### config.mk
export PLATFORM = sky130hd
export DESIGN_NAME = cpu_seq_core
export DESIGN_NICKNAME = d
export VERILOG_FILES = /design/src/rtl/cpu_seq_core.sv
export SDC_FILE = /design/constraint.sdc
export NUM_CORES = 1
export LEC_CHECK = 0
export CAP_MARGIN = 5
export CELL_PAD_IN_SITES_DETAIL_PLACEMENT = 0
export CELL_PAD_IN_SITES_GLOBAL_PLACEMENT = 2
export CORE_ASPECT_RATIO = 1.4
export CORE_MARGIN = 1.5
export CORE_UTILIZATION = 40
export DETAILED_ROUTE_END_ITERATION = 7
export PLACE_DENSITY = 0.88
export SLEW_MARGIN = 20
export SYNTH_ARGS = -nofsm -noshare
export SYNTH_HDL_FRONTEND = slang
export SYNTH_SLANG_ARGS = --single-unit
### constraint.sdc
create_clock -name clk -period 4.4 [get_ports clk]
set_input_delay 0.88 -clock clk [delete_from_list [all_inputs] [get_ports clk]]
set_output_delay 0.88 -clock clk [all_outputs]
set_load 0.03 [all_outputs]
### src/rtl/cpu_seq_core.sv
// Multi-cycle CPU core: FETCH/IMM/EXEC/WB sequencer, 4-entry register file, flag ALU.
// Optional macro CPU_SEQ_JZ_EN: opcode 111 is a conditional JZ; when undefined it is a NOP.
module cpu_seq_core #(
  parameter int DATA_W = 8,
  parameter int PC_W   = 8
) (
  input  logic              clk,
  input  logic              rst_n,
  input  logic [DATA_W-1:0] instr_data,
  input  logic              instr_valid,
  output logic              instr_ready,
  output logic [PC_W-1:0]   pc,
  output logic [DATA_W-1:0] out_data,
  output logic              flag_z,
  output logic              flag_c,
  output logic [1:0]        state,
  output logic              wb_valid
);
  localparam int XW = (PC_W > DATA_W) ? PC_W : DATA_W;

  typedef enum logic [1:0] {S_FETCH = 2'b00, S_IMM = 2'b01, S_EXEC = 2'b10, S_WB = 2'b11} state_t;

  state_t                  st;
  logic [7:0]              ir;
  logic [DATA_W-1:0]       imm;
  logic [3:0][DATA_W-1:0]  rf;
  logic [DATA_W-1:0]       res;
  logic                    res_z, res_c;
  logic [PC_W-1:0]         jt;

  logic [2:0]              op;
  logic [DATA_W-1:0]       rd_val, src, alu_res;
  logic [DATA_W:0]         sum, dif;
  logic                    alu_c;
  logic [XW-1:0]           src_x;

  assign op          = ir[7:5];
  assign rd_val      = rf[ir[4:3]];
  assign src         = ir[0] ? imm : rf[ir[2:1]];
  assign sum         = {1'b0, rd_val} + {1'b0, src};
  assign dif         = {1'b0, rd_val} - {1'b0, src};
  assign src_x       = XW'(src);
  assign instr_ready = (st == S_FETCH) || (st == S_IMM);
  assign state       = st;
  assign out_data    = rf[0];

  // Borrow of the unsigned subtract is the extra top bit of the widened difference.
  always_comb begin
    alu_res = src;
    alu_c   = 1'b0;
    case (op)
      3'b000:  begin alu_res = sum[DATA_W-1:0]; alu_c = sum[DATA_W]; end
      3'b001:  begin alu_res = dif[DATA_W-1:0]; alu_c = dif[DATA_W]; end
      3'b010:  alu_res = rd_val & src;
      3'b011:  alu_res = rd_val | src;
      3'b100:  alu_res = rd_val ^ src;
      default: alu_res = src;
    endcase
  end

  always_ff @(posedge clk or negedge rst_n) begin
    if (!rst_n) begin
      st       <= S_FETCH;
      pc       <= '0;
      ir       <= '0;
      imm      <= '0;
      rf       <= '0;
      res      <= '0;
      res_z    <= 1'b0;
      res_c    <= 1'b0;
      jt       <= '0;
      flag_z   <= 1'b0;
      flag_c   <= 1'b0;
      wb_valid <= 1'b0;
    end else begin
      case (st)
        S_FETCH: if (instr_valid) begin
          ir <= instr_data[7:0];
          pc <= pc + PC_W'(1);
          st <= instr_data[0] ? S_IMM : S_EXEC;
        end
        S_IMM: if (instr_valid) begin
          imm <= instr_data;
          pc  <= pc + PC_W'(1);
          st  <= S_EXEC;
        end
        S_EXEC: begin
          res      <= alu_res;
          res_z    <= (alu_res == '0);
          res_c    <= alu_c;
          jt       <= src_x[PC_W-1:0];
          wb_valid <= 1'b1;
          st       <= S_WB;
        end
        S_WB: begin
          wb_valid <= 1'b0;
          st       <= S_FETCH;
          case (op)
            3'b000, 3'b001, 3'b010, 3'b011, 3'b100: begin
              rf[ir[4:3]] <= res;
              flag_z      <= res_z;
              flag_c      <= res_c;
            end
            3'b101: rf[ir[4:3]] <= res;
            3'b110: pc <= jt;
`ifdef CPU_SEQ_JZ_EN
            3'b111: if (flag_z) pc <= jt;
`endif
            default: ;
          endcase
        end
        default: st <= S_FETCH;
      endcase
    end
  end
endmodule

==> summary.txt, run 1 <==
Clock tree
  • Setup bufs post-CTS: 0
  • Post-CTS sizing: 0
  • Clock Root Buffer: clkbuf_16
  • CTS tree: done
  • Clock tree buffer depth: 2
  • Worst-path clk slew: approximately 0.07 ns
  • Num CTS Buffers: 9
  • CTS H-Tree Depth: 3
  • Clk_lat worst skew: 0.34 ns
  • Sink Count: 79
  • Hold_buf cts: 0

Floorplan
  • Starting Density: between 40% and 50%
  • Rows: between 40 and 50
  • Die height: 135 µm
  • Core area: 12,300 µm²
  • DIE AREA: 13,200 µm²
  • I/O Pins: 33
  • Die X-Extent: 97.5 µm

STA
  • Unrepaired setup endpoints after global routing: no
  • Fin. max-slew vios: 0
  • Slew margin rel.: 51.6%
  • Fin. Hold Viols: 0
  • Final setup margin: ~0.56 ns
  • Setup Total Neg Slack: 0 ns
  • FMAX: around 0.26 GHz
  • Worst clock skew: roughly 0.0075 ns
  • Tmin final: ~3.8 ns
  • Worst slew pin tran: about 0.73 ns
  • Setup violators final: 0
  • Fin crit share: between 80% and 90%

Setup path
  • Worst Setup Start Kind: flop
  • Worst Setup SP: ir[1]$_DFFE_PN0P_
  • Worst R2R Start: ir[1]$_DFFE_PN0P_
  • Worst path max stage delay: just under 0.6 ns
  • Crit path DAT: approximately 4.1 ns
  • Worst Setup EP: res_z$_DFFE_PN0P_
  • CP Data Required Time: approximately 4.7 ns
  • WP buf/inv: 0
  • Crit path max-delay family: simple AND/OR/NAND/NOR gates
  • Slowest library cell on the worst path: dfrtp_1
  • R2R depth: 11
  • Type of the worst setup path: reg2reg
  • Worst R2R Setup Slack: 0.56 ns
  • CP Capture Type: flop
  • R2r endpoint: res_z$_DFFE_PN0P_
  • Worst-path maximum fanout: 10
  • Critical Path, Cell by Cell: mux4_2 -> and2b_1 -> nor2_1 -> ha_1 -> nor2b_1 -> a211oi_1 -> nor4_1 -> a311oi_1 -> a221oi_1 -> or4_1 -> o32ai_2
  • Crit. path cell count: 11

Placed design
  • Gpl congestion: 0.888
  • Setup WS pre-CTS: 0.544 ns
  • PortBufs: 32
  • Post-DP HPWL: just under 10 mm

Run
  • Max-cap viol count: 0

Final layout
  • Seq. cell area: roughly 2000 µm²
  • Fin nets: between 500 and 600
  • Area delta synth->final: 13.7%
  • Share of cells above drive strength 1: 19.8%
  • Multi-input gate area: between 2000 and 3000 µm²
  • ANT cells: 0
  • Fill count: roughly 1,200

Synthesis
  • Largest family of logic cells by synthesized area: multiplexers
  • Top_reg_cell synth: dfrtp_1
  • Synth warnings: 0
  • Synth Area in Simple Gates: between 10 and 15%
  • Netlist cell types: 67
  • Sequential area share after synthesis: between 30% and 40%
  • Syn avg cell area: about 11 µm²
  • Synth Area in Compound Gates: between 10% and 20%
  • Syn nets: roughly 520
  • #FFs+latches synth: 79
  • Adder-cell share of the synthesized area: between 8 and 9%
  • Synthesized instance count: 476
  • Number of synthesized flops with an enable pin: 0
  • Mapped Area: between 5000 and 6000 µm²
  • Post-synthesis mux area share: a little over a fifth
  • Post-Synth XOR/XNOR Area: less than 1%
  • Synth async-reset ratio: 100%

Route
  • DR iter-0 viols: 248
  • Via count: 3,849
  • Wirelength per Cell: about 20 µm
  • Drt drc: 0
  • Detailed-route wire length: about 13 mm
  • Routed Antenna Nets: 0
  • DR pass1 iterations: 4
  • Via-to-Cell Ratio: approximately 6

Status
  • Status: completed

Global routing
  • First-pass GRT wire length: around 21 mm
  • Total GRT Usage: 20.6%
  • Pin count of the biggest net entering global routing: 80
  • GRT Residual Overflow: 0
  • Vias in the first global route: 3,822
  • Initial antenna violation count: 0

Min path
  • Hold Crit Class: reg2reg
==> cells in the mapped netlist (all sizes together), types with 3 or more instances <==
cell type / n / area [µm²]
o211ai: 3 / 22.5
inv: 29 / 109
clkbuf: 7 / 26.3
nor2: 36 / 138
a31oi: 7 / 43.8
o22ai: 6 / 37.5
a22oi: 4 / 30.0
a21oi: 26 / 130
mux2: 57 / 646
nor2b: 5 / 31.3
a221oi: 3 / 26.3
nand2: 33 / 124
mux2i: 10 / 113
o21ai: 28 / 140
dfrtp: 79 / 1980
buf: 22 / 156
a211oi: 5 / 37.5
ha: 29 / 363
mux4: 13 / 293
nand4: 3 / 18.8
nand3: 8 / 40.0
nor3: 12 / 60.1
==> worst register-to-register path: stages, from the launching register on <==
cell and delay, ns:
dfrtp_1 0.58, mux4_2 0.55, and2b_1 0.18, nor2_1 0.28
ha_1 0.40, nor2b_1 0.20, a211oi_1 0.34, nor4_1 0.08
a311oi_1 0.22, a221oi_1 0.10, or4_1 0.56, o32ai_2 0.26
==> registers in the layout, indices dropped and copies added (netlist names), 2 cells and up <==
signal	cells
imm	8
res	8
ir	8
pc	8
out_data	8
jt	8
rf	24
state	2
==> how the worst min path moves through the flow <==
stage / start / to / slack (ns) / cells past startpoint
global placement: flag_z$_DFFE_PN0P_ / flag_z$_DFFE_PN0P_ / 0.47 / 2
global route: res[0]$_DFFE_PN0P_ / out_data[0]$_DFFE_PN0P_ / 0.52 / 1
CTS: wb_valid$_DFFE_PN0P_ / wb_valid$_DFFE_PN0P_ / 0.50 / 2
detailed placement: wb_valid$_DFFE_PN0P_ / wb_valid$_DFFE_PN0P_ / 0.48 / 2
finish: flag_z$_DFFE_PN0P_ / flag_z$_DFFE_PN0P_ / 0.49 / 2
floorplan: rf[16]$_DFFE_PN0P_ / rf[16]$_DFFE_PN0P_ / 0.46 / 2
==> through the flow <==
| step | cells | utilization (%) | area [µm²] | hold WS (ns) |
|---|---|---|---|---|
| 5_1_grt | 655 | 46.5 | 5690 | 0.518 |
| 2_1_floorplan | 476 | - | 5000 | 0.461 |
| 3_5_place_dp | 639 | 44.1 | 5400 | 0.481 |
| 4_1_cts | 655 | 46.4 | 5690 | 0.497 |
| 6_report | 655 | 46.5 | 5690 | 0.485 |
| 3_3_place_gp | 639 | 44.1 | 5400 | 0.471 |
==> cells in the final DEF (no fill, tap or decap), drive strengths merged, types with 4 or more instances in the layout <==
| cell type | count |
|---|---|
| inv | 30 |
| buf | 11 |
| a22oi | 4 |
| a21oi | 26 |
| o22ai | 6 |
| clkdlybuf4s50 | 31 |
| mux4 | 13 |
| nor3 | 12 |
| clkbuf | 12 |
| nand2 | 33 |
| nor2b | 5 |
| o21ai | 28 |
| dfrtp | 79 |
| a211oi | 5 |
| nor2 | 36 |
| a31oi | 7 |
| nand3 | 8 |
| ha | 29 |
| mux2 | 57 |
| mux2i | 10 |
==> layout make-up <==
cell class | count | share of cell area [%]
Multi-Input combinational cell | 339 | 48.1
Clock inverter | 4 | 0.506
Sequential cell | 79 | 34.7
Tap cell | 150 | 3.30
Clock buffer | 12 | 4.51
Timing Repair Buffer | 42 | 6.97
Inverter | 29 | 1.91
==> kinds of logic after synthesis <==
group,after synthesis
AOI/OAI and AO/OA,109
xor gates and xnor gates,2
adders and majority gates,31
buffers and inverters,58
DFF,79
muxes,80
and+or+nand+nor,117
==> routing by layer <==
layer	up-vias	wire (µm)	GRT usage [%]
li1	1782	-	-
met1	1954	5470	25.1
met2	89	6950	35.6
met3	24	353	3.15
met4	0	412	10.0
met5	-	0	0
Power of run 1 is left out: the tool's default activity adds up to more than one toggle a clock period on the data nets, which glitch-free logic cannot reach.
==> inputs of run 2 (changes only) <==
Settings changed: CORE_UTILIZATION 40 to 43, PLACE_DENSITY 0.88 to 0.93.
Clock period 4.4 ns to 4.9 ns, I/O delays scaled along.
==> run 2 against run 1 <==
Net effect: die area is 6.8% lower; worst hold slack better by 0.012 ns; fmax grew 0.33%; final area increased by 0.22%; final cell count decreased by 1.2%; via count fell by 1.8%; sequential share of layout area fell by 0.076 points; clock skew grew 0.00064 ns.
==> summary.txt, run 2 (synthesis gave the netlist of run 1 again) <==
STA
  • Fin. Hold Viols: 0
  • Fin. max-slew vios: 0
  • Tmin final: between 3 and 4 ns
  • FMAX: 0.261 GHz
  • Unrepaired setup endpoints after global routing: no
  • Setup Total Neg Slack: 0 ns
  • Slew margin rel.: slightly below 30%
  • Setup violators final: 0
  • Worst clock skew: 0.00810 ns
  • Fin crit share: between 70% and 80%
  • Worst slew pin tran: between 1 and 1.5 ns

Route
  • Wirelength per Cell: slightly below 20 µm
  • Via-to-Cell Ratio: ~5.8
  • Detailed-route wire length: between 10 and 15 mm
  • Routed Antenna Nets: 0
  • Drt drc: 0
  • Via count: 3,778
  • DR pass1 iterations: 5
  • DR iter-0 viols: around 180

Setup path
  • Type of the worst setup path: reg2reg
  • CP Data Required Time: around 5.1 ns
  • Critical Path, Cell by Cell: mux4_2 -> and2b_1 -> nor2_1 -> ha_1 -> nor2b_1 -> a211oi_1 -> nor4_1 -> a311oi_1 -> a221oi_1 -> or4_1 -> o32ai_2
  • Crit path DAT: between 4 and 5 ns
  • Worst-path maximum fanout: 10
  • Slowest library cell on the worst path: mux4_2
  • Worst path max stage delay: 0.56 ns
  • CP Capture Type: flop
  • Worst Setup Start Kind: flop

Global routing
  • Pin count of the biggest net entering global routing: 80
  • Vias in the first global route: ~3,700
  • GRT Residual Overflow: 0
  • First-pass GRT wire length: approximately 20 mm
  • Total GRT Usage: between 20% and 30%
  • Initial antenna violation count: 0

Final layout
  • Area delta synth->final: 14.0%
  • Biggest register: rf
  • Fin nets: 540
  • Most common cell after layout, fill and taps aside: dfrtp_1
  • ANT cells: 0
  • Fill count: roughly 1,000
  • Most frequent cells in the layout: 79 x dfrtp_1, 54 x mux2_2, 35 x nor2_1
  • Share of cells above drive strength 1: approximately a fifth
  • Max reg flops: 24

Clock tree
  • CTS tree: done
  • CTS H-Tree Depth: 3
  • Setup bufs post-CTS: 0
  • Clock tree buffer depth: 2
  • Post-CTS sizing: 0
  • Hold_buf cts: 0
  • Num CTS Buffers: 9
  • Clk_lat worst skew: roughly 0.34 ns
  • Sink Count: 79
  • Clock Root Buffer: clkbuf_16
  • Worst-path clk slew: 0.06 ns

Floorplan
  • Core area: between 10,000 and 15,000 µm²
  • I/O Pins: 33
  • Die X-Extent: 94.2 µm
  • Starting Density: 44.1%
  • Die height: approximately 130 µm
  • Rows: between 40 and 50
  • DIE AREA: ~12,000 µm²

Status
  • Status: completed

Run
  • Max-cap viol count: 0

Placed design
  • Gpl congestion: around 0.87
  • PortBufs: 32
  • Post-DP HPWL: 9.64 mm

Min path
  • Hold Crit Class: reg2reg
run 2: path summary, 6_finish.rpt:
path,start,to,slack (ns),depth (start not counted)
worst max-delay path,ir[1]$_DFFE_PN0P_,res_z$_DFFE_PN0P_,1.07,11
worst min-delay path,wb_valid$_DFFE_PN0P_,wb_valid$_DFFE_PN0P_,0.50,2
worst max register to register,ir[1]$_DFFE_PN0P_,res_z$_DFFE_PN0P_,1.07,11
worst min register to register,wb_valid$_DFFE_PN0P_,wb_valid$_DFFE_PN0P_,0.50,2
max in group asynchronous,rst_n,out_data[3]$_DFFE_PN0P_,3.71,1
min in group asynchronous,rst_n,pc[4]$_DFFE_PN0P_,0.65,1
run 2: area by class of cell:
| type | count | area [µm²] | area share (%) |
|---|---|---|---|
| Clock buffer | 10 | 229 | 4.01 |
| Clock inverter | 6 | 91.3 | 1.60 |
| Inverter | 29 | 109 | 1.91 |
| Multi-Input combinational cell | 339 | 2740 | 48.0 |
| Sequential cell | 79 | 1980 | 34.7 |
| Tap cell | 144 | 180 | 3.16 |
| Timing Repair Buffer | 40 | 382 | 6.69 |
run 2: worst max-delay path: cells and delay by family (launching register included):
family,cells,cell delay [ns]
AO/OA/AOI/OAI,4,0.92
flip-flops,1,0.55
multiplexers,1,0.56
adder cells (fa/ha/maj),1,0.39
AND/OR/NAND/NOR,5,1.32
run 2: stage by stage:
step	std cells	worst slack, ns	util, %	hold WS [ns]	area (µm²)
global placement	631	1.14	47.5	0.466	5380
finish	647	1.07	50.3	0.497	5700
floorplan	476	1.33	-	0.461	5000
detailed placement	631	1.06	47.5	0.484	5380
CTS	647	1.05	50.3	0.500	5700
global route	647	0.759	50.3	0.518	5700
run 2: metal layers:
| layer | vias up | share of wire, % | global-route usage, % |
|---|---|---|---|
| li1 | 1795 | - | - |
| met4 | 0 | 3.8 | 10.4 |
| met1 | 1885 | 40 | 25.5 |
| met2 | 73 | 53 | 38.9 |
| met5 | - | 0 | 0 |
| met3 | 25 | 3.0 | 3.88 |
Power of run 2 is left out for the same reason.
==> inputs of run 3 (changes only) <==
Settings changed: CORE_UTILIZATION 43 to 36, PLACE_DENSITY 0.93 to 0.84.
Clock period 4.9 ns to 3.4 ns, I/O delays scaled along.
==> run 3 against run 2 <==
Net effect: fmax is 10% higher; non-clock buffer count is 64 higher; the flow now finishes with violations (negative setup slack); core utilization is 2.8 points lower; setup slack lost 1.1 ns; final area increased by 12%; wire length is 8.6% higher; critical endpoint unchanged; largest cell class unchanged; worst hold slack got worse by 0.12 ns; first-iteration DRC count up 5.1%.
==> summary.txt, run 3 (synthesis gave the netlist of run 1 again) <==
STA
  • Tmin final: 3.47 ns
  • Worst clock skew: 0.00735 ns
  • Setup violators final: 1
  • FMAX: just under 0.3 GHz
  • Fin crit share: 102%
  • Fin. max-slew vios: 0
  • Worst slew pin tran: approximately 0.74 ns
  • Slew margin rel.: slightly above 50%
  • Worst hold slack: between 0.3 and 0.4 ns
  • Unrepaired setup endpoints after global routing: yes
  • Fin. Hold Viols: 0
  • Final setup margin: -0.0670 ns

Placed design
  • Setup WS pre-CTS: -0.143 ns
  • Gpl congestion: ~0.93
  • Placed Area: approximately 5800 µm²
  • PortBufs: 32
  • Post-DP HPWL: around 10 mm

Setup path
  • Crit path DAT: 3.72 ns
  • Worst Setup Start Kind: flop
  • Type of the worst setup path: reg2reg
  • CP Data Required Time: roughly 3.7 ns
  • Worst Setup SP: ir[1]$_DFFE_PN0P_
  • Worst-path maximum fanout: 7
  • CP Capture Type: flop
  • Worst R2R Start: ir[1]$_DFFE_PN0P_

Clock tree
  • Clock Root Buffer: clkbuf_16
  • Clk_lat worst skew: 0.34 ns
  • CTS tree: done
  • Num CTS Buffers: 9
  • Worst-path clk slew: ~0.070 ns
  • CTS H-Tree Depth: 3
  • Clock tree buffer depth: 2
  • Hold_buf cts: 0
  • Sink Count: 79

Final layout
  • Fill count: about 1,300
  • Most common cell after layout, fill and taps aside: dfrtp_1
  • Share of cells above drive strength 1: 33.6%
  • Seq. cell area: a little under 2000 µm²
  • ANT cells: 0
  • Most frequent cells in the layout: 77 x dfrtp_1, 64 x buf_4, 53 x mux2_2
  • Biggest register: rf
  • Max reg flops: 24
  • Final instance area: approximately 6400 µm²
  • Area delta synth->final: 27.7%
  • Fin nets: about 600
  • Multi-input gate area: between 2000 and 3000 µm²

Route
  • Via count: 4,085
  • Routed length on met1: 5.57 mm
  • DR pass1 iterations: 6
  • Routed Antenna Nets: 0
  • Drt drc: 0
  • DR iter-0 viols: 186
  • Highest Signal Layer: met4
  • Met2 routed WL: 7.43 mm
  • Wirelength per Cell: about 18 µm
  • Via-to-Cell Ratio: approximately 5.5
  • Detailed-route wire length: approximately 14 mm
  • Metal3 WL: ~360 µm

Global routing
  • Vias in the first global route: ~4,000
  • Pin count of the biggest net entering global routing: 80
  • Total GRT Usage: 19.8%
  • GRT Residual Overflow: 0
  • First-pass GRT wire length: about 22 mm
  • Initial antenna violation count: 0

Run
  • Max-cap viol count: 0

Floorplan
  • I/O Pins: 33
  • Rows: 50
  • Core area: ~13,000 µm²
  • DIE AREA: roughly 15,000 µm²
  • Die height: approximately 140 µm
  • Starting Density: between 30% and 40%
  • Die X-Extent: approximately 100 µm

Status
  • Failing checks: negative setup slack
  • Status: complete, but fails checks

Min path
  • Hold Crit Class: in2async
## run 3: per-layer routing
| layer | vias to the layer above | GRT usage (%) |
|---|---|---|
| li1 | 1917 | - |
| met1 | 2048 | 23.8 |
| met2 | 88 | 35.2 |
| met3 | 32 | 1.96 |
| met4 | 0 | 8.72 |
| met5 | - | 0 |
## run 3: per-stage QoR
stage          utilization (%)  TNS [ns]  cells
2_1_floorplan                -         0    476
3_3_place_gp              43.1   -0.0748    719
3_5_place_dp              43.1    -0.236    719
4_1_cts                   46.2         0    739
5_1_grt                   47.5    -0.326    748
6_report                  47.5   -0.0670    748
## run 3: what timing repair did
item	in CTS	in global routing
pin swaps	12	10
buffers inserted	6	9
gates resized for setup	24	24
endpoints found under the setup margin	2	4
## run 3: layout make-up
cell class	instances	area share, %
clock inverter	6	0.959
tap	182	3.56
timing repair buffer	104	14.0
sequential	79	31.0
multi-input combinational	339	45.2
clock buffer	9	3.52
inverter	29	1.78
## run 3: worst paths after layout
kind / endpoint / slack [ns] / cells after the start
worst max-delay path: res_z$_DFFE_PN0P_ / -0.07 / 12
worst min-delay path: pc[4]$_DFFE_PN0P_ / 0.38 / 1
worst max register to register: res_z$_DFFE_PN0P_ / -0.07 / 12
worst min register to register: flag_z$_DFFE_PN0P_ / 0.48 / 2
max in group asynchronous: ir[1]$_DFFE_PN0P_ / 2.47 / 1
min in group clk: flag_z$_DFFE_PN0P_ / 0.48 / 2
## run 3: critical path, cell delays in order (launching register included)
cell and delay (ns):
dfrtp_2 0.42, buf_4 0.13, mux4_2 0.48, mux2i_1 0.14
buf_4 0.18, ha_1 0.25, nor2b_1 0.23, o311a_1 0.24
o32a_1 0.15, o211a_1 0.19, nand4_1 0.13, or4_4 0.58
o32ai_2 0.24
Power of run 3 is left out for the same reason.
